[src/rtl/qpl_pkg.sv]
// Shared definitions for the page-tracking encoder/decoder blocks: encoder
// state encoding plus index helpers for the stage-major SCB array.
package qpl_pkg;

  typedef enum logic [1:0] {
    IDLE = 2'd0,
    WALK = 2'd1,
    DONE = 2'd2
  } enc_state_e;

  // Width of a down-counter that must hold the values stages-1 down to 0.
  function automatic int stage_cnt_w(input int stages);
    return (stages <= 2) ? 1 : $clog2(stages);
  endfunction

  // Node of stage s that covers a page is the page index with s+1 low bits dropped.
  function automatic int node_index(input int paddr, input int stage);
    return paddr >> (stage + 1);
  endfunction

  // Base bit of stage s inside the flattened SCB array.
  function automatic int scb_stage_offset(input int stage, input int nodes);
    return stage * nodes;
  endfunction

endpackage

[src/rtl/enc_node.sv]
// One tree-node step of the physical-to-virtual walk: a set SCB bit swaps
// the two children, so the virtual bit is the physical bit flipped by it.
module enc_node (
  input  logic i_scb_bit,
  input  logic i_pbit,
  output logic o_vbit
);

  assign o_vbit = i_pbit ^ i_scb_bit;

endmodule

[src/rtl/enc_ptv_walker.sv]
// Sequential physical-to-virtual page encoder: walks the SCB buddy tree from
// root to leaf, one stage per cycle. Optional stale detection: QPL_ENC_STALE_CHK_EN.
//
// Handshakes: a transfer happens on a rising edge where valid and ready are both
// high; a source holding valid keeps its payload stable until that edge.
module enc_ptv_walker
  import qpl_pkg::*;
#(
  parameter int BITMAP = 128
) (
  input  logic                                            i_clk,
  input  logic                                            i_rstn,
  input  logic [$clog2(BITMAP)*(BITMAP/2)-1:0]            i_scb,
  input  logic                                            i_scb_wr,
  input  logic                                            i_valid,
  output logic                                            o_ready,
  input  logic [$clog2(BITMAP)-1:0]                       i_paddr,
  output logic                                            o_valid,
  input  logic                                            i_ready,
  output logic [$clog2(BITMAP)-1:0]                       o_vaddr,
  output logic                                            o_stale,
  output logic [1:0]                                      o_state
);

  localparam int STAGES = $clog2(BITMAP);
  localparam int NODES  = BITMAP / 2;
  localparam int ADDR_W = $clog2(BITMAP);
  localparam int CNT_W  = stage_cnt_w(STAGES);
  localparam int IDX_W  = $clog2(STAGES * NODES);
  localparam logic [CNT_W-1:0] CNT_LAST = CNT_W'(STAGES - 1);

  enc_state_e        state_q, state_d;
  logic [CNT_W-1:0]  cnt_q;
  logic [ADDR_W-1:0] paddr_q;
  logic [ADDR_W-1:0] vaddr_q;
  logic [IDX_W-1:0]  scb_idx;
  logic [CNT_W-1:0]  vbit_idx;
  logic              scb_bit;
  logic              vbit;
  logic              accept;

  assign accept   = (state_q == IDLE) && i_valid;
  // SCB bits are read live so the walk follows the tree as it is right now.
  assign scb_idx  = IDX_W'(scb_stage_offset(int'(cnt_q), NODES)
                         + node_index(int'(paddr_q), int'(cnt_q)));
  assign scb_bit  = i_scb[scb_idx];
  assign vbit_idx = CNT_LAST - cnt_q;

  enc_node u_node (
    .i_scb_bit (scb_bit),
    .i_pbit    (paddr_q[cnt_q]),
    .o_vbit    (vbit)
  );

  always_ff @(posedge i_clk or negedge i_rstn) begin
    if (!i_rstn) state_q <= IDLE;
    else         state_q <= state_d;
  end

  always_comb begin
    state_d = state_q;
    o_ready = 1'b0;
    o_valid = 1'b0;
    case (state_q)
      IDLE: begin
        o_ready = 1'b1;
        if (i_valid) state_d = WALK;
      end
      WALK: begin
        if (cnt_q == '0) state_d = DONE;
      end
      DONE: begin
        o_valid = 1'b1;
        if (i_ready) state_d = IDLE;
      end
      default: state_d = IDLE;
    endcase
  end

  always_ff @(posedge i_clk or negedge i_rstn) begin
    if (!i_rstn) begin
      cnt_q   <= CNT_LAST;
      paddr_q <= '0;
      vaddr_q <= '0;
    end else if (accept) begin
      cnt_q   <= CNT_LAST;
      paddr_q <= i_paddr;
      vaddr_q <= '0;
    end else if (state_q == WALK) begin
      // Root stage lands in the virtual MSB side's mirror: stage s fills bit STAGES-1-s.
      vaddr_q[vbit_idx] <= vbit;
      cnt_q             <= (cnt_q == '0) ? CNT_LAST : cnt_q - CNT_W'(1);
    end
  end

`ifdef QPL_ENC_STALE_CHK_EN
  logic stale_q;

  always_ff @(posedge i_clk or negedge i_rstn) begin
    if (!i_rstn)                             stale_q <= 1'b0;
    else if (accept)                         stale_q <= i_scb_wr;
    else if ((state_q == WALK) && i_scb_wr)  stale_q <= 1'b1;
  end

  assign o_stale = stale_q;
`else
  logic unused_scb_wr;
  assign unused_scb_wr = i_scb_wr;
  assign o_stale       = 1'b0;
`endif

  assign o_vaddr = vaddr_q;
  assign o_state = state_q;

endmodule

[config.mk]
export PLATFORM = sky130hd
export DESIGN_NAME = enc_ptv_walker
export DESIGN_NICKNAME = d
export VERILOG_FILES = /design/src/rtl/qpl_pkg.sv /design/src/rtl/enc_node.sv /design/src/rtl/enc_ptv_walker.sv
export SDC_FILE = /design/constraint.sdc
export NUM_CORES = 1
export LEC_CHECK = 0
export ABC_AREA = 1
export CORE_AREA = 10 10 175 177
export CTS_CLUSTER_DIAMETER = 60
export DETAILED_ROUTE_END_ITERATION = 6
export DIE_AREA = 0 0 185 187
export GPL_TIMING_DRIVEN = 1
export SKIP_CTS_REPAIR_TIMING = 1
export SYNTH_ARGS = -nofsm -noshare
export SYNTH_HDL_FRONTEND = slang
export SYNTH_SLANG_ARGS = --single-unit
[constraint.sdc]
create_clock -name i_clk -period 5.2 [get_ports i_clk]
set_input_delay 0.78 -clock i_clk [delete_from_list [all_inputs] [get_ports i_clk]]
set_output_delay 0.78 -clock i_clk [all_outputs]
set_load 0.02 [all_outputs]
==> results.md <==
- CP endpoint kind: register
- Kind of start point of the critical path: register
- Clk_lat worst skew: 0.25 ns
- Required @ worst endpoint: 5.34 ns
- I/O pin count: 472
- Least-Margin Pin Slew: 1.06 ns
- TritonCTS Buffers: 3
- Synth Area per Inst: 5.52 µm²
- Antenna violations before repair: 1
- Final setup viols: 0
- Min Hold Slack: 0.494 ns
- Clock Pin Slew Worst Setup and Hold Paths: 0.06 ns
- Residual DRC: 0
- CTS Buffer Depth: 2
- Synth Register Bits: 19
- Area of the multi-input gates: 2110 µm²
- Crit path DAT: 3.77 ns
- Pwr Density: 530 nW/µm²
- Post-Syn Area: 2930 µm²
- Mapped Nets: 994
- Aggregate negative setup slack: 0 ns
- Async set-reset flop share out of synthesis: 100%
- Main synth FF type: dfrtp_1
- Sequential area share after synthesis: 16.3%
- Setup repair after global routing missed its margin: no
- Worst min-delay path class: register to register
- CP Max Fanout: 35
- Clk sinks: 19
- Clock power frac: 5.9%
- P&R area growth vs syn: 74.5%
- Antenna diodes: 0
- Filler cells: 3156
- DR pass1 iterations: 4
- Post-synth EDFFs: 0
- Site row count: 61
- Final ANT Viol Nets: 0
- WL/cell: 16.1 µm
- Outcome: finished clean
- Wirelength, routed: 16.7 mm
- Fin nets: 1156
- Sequential Power Share: 10.7%
- Core area: 27300 µm²
- Layout cells sized above 1: 5.64%
- Largest net degree at the start of global routing: 54
- Fmax: 276 MHz
- CTS H-tree lvls: 1
- Root Driver: clkbuf_16
- Net switching power: 1.62 mW
- TritonCTS clock tree: yes
- Die Wd: 185 µm
- Via count: 4058
- Leakage power: 2.15 nW
- Overflow after GRT: 0
- WS Path Type: register to register
- Slew headroom: 29.2%
- Max cap viols: 0
- Minimum clock period: 3.62 ns
- Clk_skew: 0.00663 ns
- Tcrit/Tclk final: 69.6%
- Initial DRC count: 230
- First-pass GRT wire length: 24.8 mm
- Hold Violations, Final: 0
- Die H: 187 µm
- Yosys cell types: 33
- DIE AREA: 34600 µm²
- Max-slew violations: 0
- Peak VDD IR: 0.312 mV
- Comb power frac: 83.4%
- Vias in the first global route: 4214
- Gr usage total: 9.17%
- Via-to-Cell Ratio: 3.91
- GP Congestion: 0.747
- Yosys warns: 0
- Sw Share: 59.8%
- HPWL after detailed placement: 12.9 mm
- P_int: 1.09 mW
- Number of port buffers: 185
- Synth Instances: 531
- FF/Latch Area: 478 µm²
- Initial Util: 10.7%
path summary, 6_finish.rpt:
kind / startpoint / end / slack, ns / depth (start not counted)
min in group asynchronous: i_rstn / o_vaddr[3]$_DFFE_PN0P_ / 1.01 / 1
hold reg to reg: paddr_q[0]$_DFFE_PN0P_ / paddr_q[0]$_DFFE_PN0P_ / 0.49 / 2
hold / removal: paddr_q[0]$_DFFE_PN0P_ / paddr_q[0]$_DFFE_PN0P_ / 0.49 / 2
max in group asynchronous: i_rstn / paddr_q[6]$_DFFE_PN0P_ / 3.67 / 1
setup / recovery: cnt_q[0]$_DFFE_PN0P_ / o_vaddr[4]$_DFFE_PN0P_ / 1.58 / 19
setup reg to reg: cnt_q[0]$_DFFE_PN0P_ / o_vaddr[4]$_DFFE_PN0P_ / 1.58 / 19
cell families after synthesis:
logic type | count (synthesis) | synth area share (%)
AOI/OAI and AO/OA | 14 | 3.12
xor gates and xnor gates | 1 | 0.299
adders and majority gates | 3 | 1.28
buffers and inverters | 61 | 11.8
DFF | 19 | 16.3
other | 1 | 0.128
and+or+nand+nor | 432 | 67.1
cell type report:
| type | count | area share, % |
|---|---|---|
| Timing Repair Buffer | 195 | 37.7 |
| Inverter | 23 | 1.74 |
| Clock buffer | 3 | 1.47 |
| Sequential cell | 19 | 9.35 |
| Multi-Input combinational cell | 451 | 41.2 |
| Clock inverter | 1 | 0.0979 |
| Tap cell | 346 | 8.47 |
sequential cells by signal (all words and copies together), names as in the netlist:
| name | cells |
|---|---|
| o_vaddr | 7 |
| cnt_q | 3 |
| paddr_q | 7 |
| o_state | 2 |
per-stage QoR:
step	worst slack, ns	utilization [%]	cell area [µm²]	power (mW)	instances
global placement	1.47	18.4	5030	2.60	1034
global route	1.22	18.7	5110	3.05	1038
finish	1.58	18.7	5110	2.71	1038
floorplan	2.95	-	2930	1.92	531
detailed placement	1.49	18.4	5030	2.61	1034
CTS	1.47	18.7	5110	2.78	1038
power by group through the flow:
stage | clock network (mW) | logic (mW) | registers (mW)
detailed placement | 0 | 2.32 | 0.294
global placement | 0 | 2.31 | 0.295
CTS | 0.164 | 2.32 | 0.292
global route | 0.172 | 2.57 | 0.305
floorplan | 0 | 1.64 | 0.274
finish | 0.159 | 2.26 | 0.291
critical path, stage by stage (launching register included):
cell     delay (ns)
dfrtp_1        0.57
inv_2          0.28
nand2_1        0.12
nand3_2        0.09
nand2_1        0.06
nand2_2        0.08
nand2_2        0.47
buf_4          0.42
nand2_1        0.07
nand3_1        0.15
nand3_1        0.14
nand3_1        0.09
a21oi_1        0.34
o21ai_1        0.10
nor2_1         0.12
nand2_2        0.08
nand2_1        0.07
nand2_2        0.10
nand3_1        0.09
nand2_1        0.05
cells in the mapped netlist, types with 3 or more instances:
cell      count  area [µm²]
nand3_1     197         986
buf_6         7        78.8
nand3_2       4        40.0
buf_2        13        65.1
clkbuf_1      6        22.5
nand2_1     204         766
a21oi_1       3        15.0
buf_4        12        90.1
o21ai_0       3        15.0
nand2_2       7        43.8
ha_1          3        37.5
nor3_1        6        30.0
inv_1        17        63.8
nor2_1        6        22.5
dfrtp_1      17         425
inv_2         4        15.0
placed cells by master, fill, tap and decap left out, types with 3 or more instances in the layout:
cell type / count
a21oi_1: 3
inv_1: 17
clkdlybuf4s50_1: 185
clkbuf_16: 3
buf_4: 10
inv_2: 4
nor3_1: 6
nand3_1: 197
nand3_2: 4
nor2_1: 6
nand2_1: 204
o21ai_0: 3
dfrtp_1: 17
nand2_2: 7
ha_1: 3
per-layer routing:
metal	vias to the layer above	GRT usage, %	part of all wire, %
li1	2092	-	-
met1	1791	12.1	46
met2	160	14.5	42
met3	13	2.82	10
met4	2	1.25	1.0
met5	-	0	0.066
No activity file was read; power rests on OpenSTA's default activity.
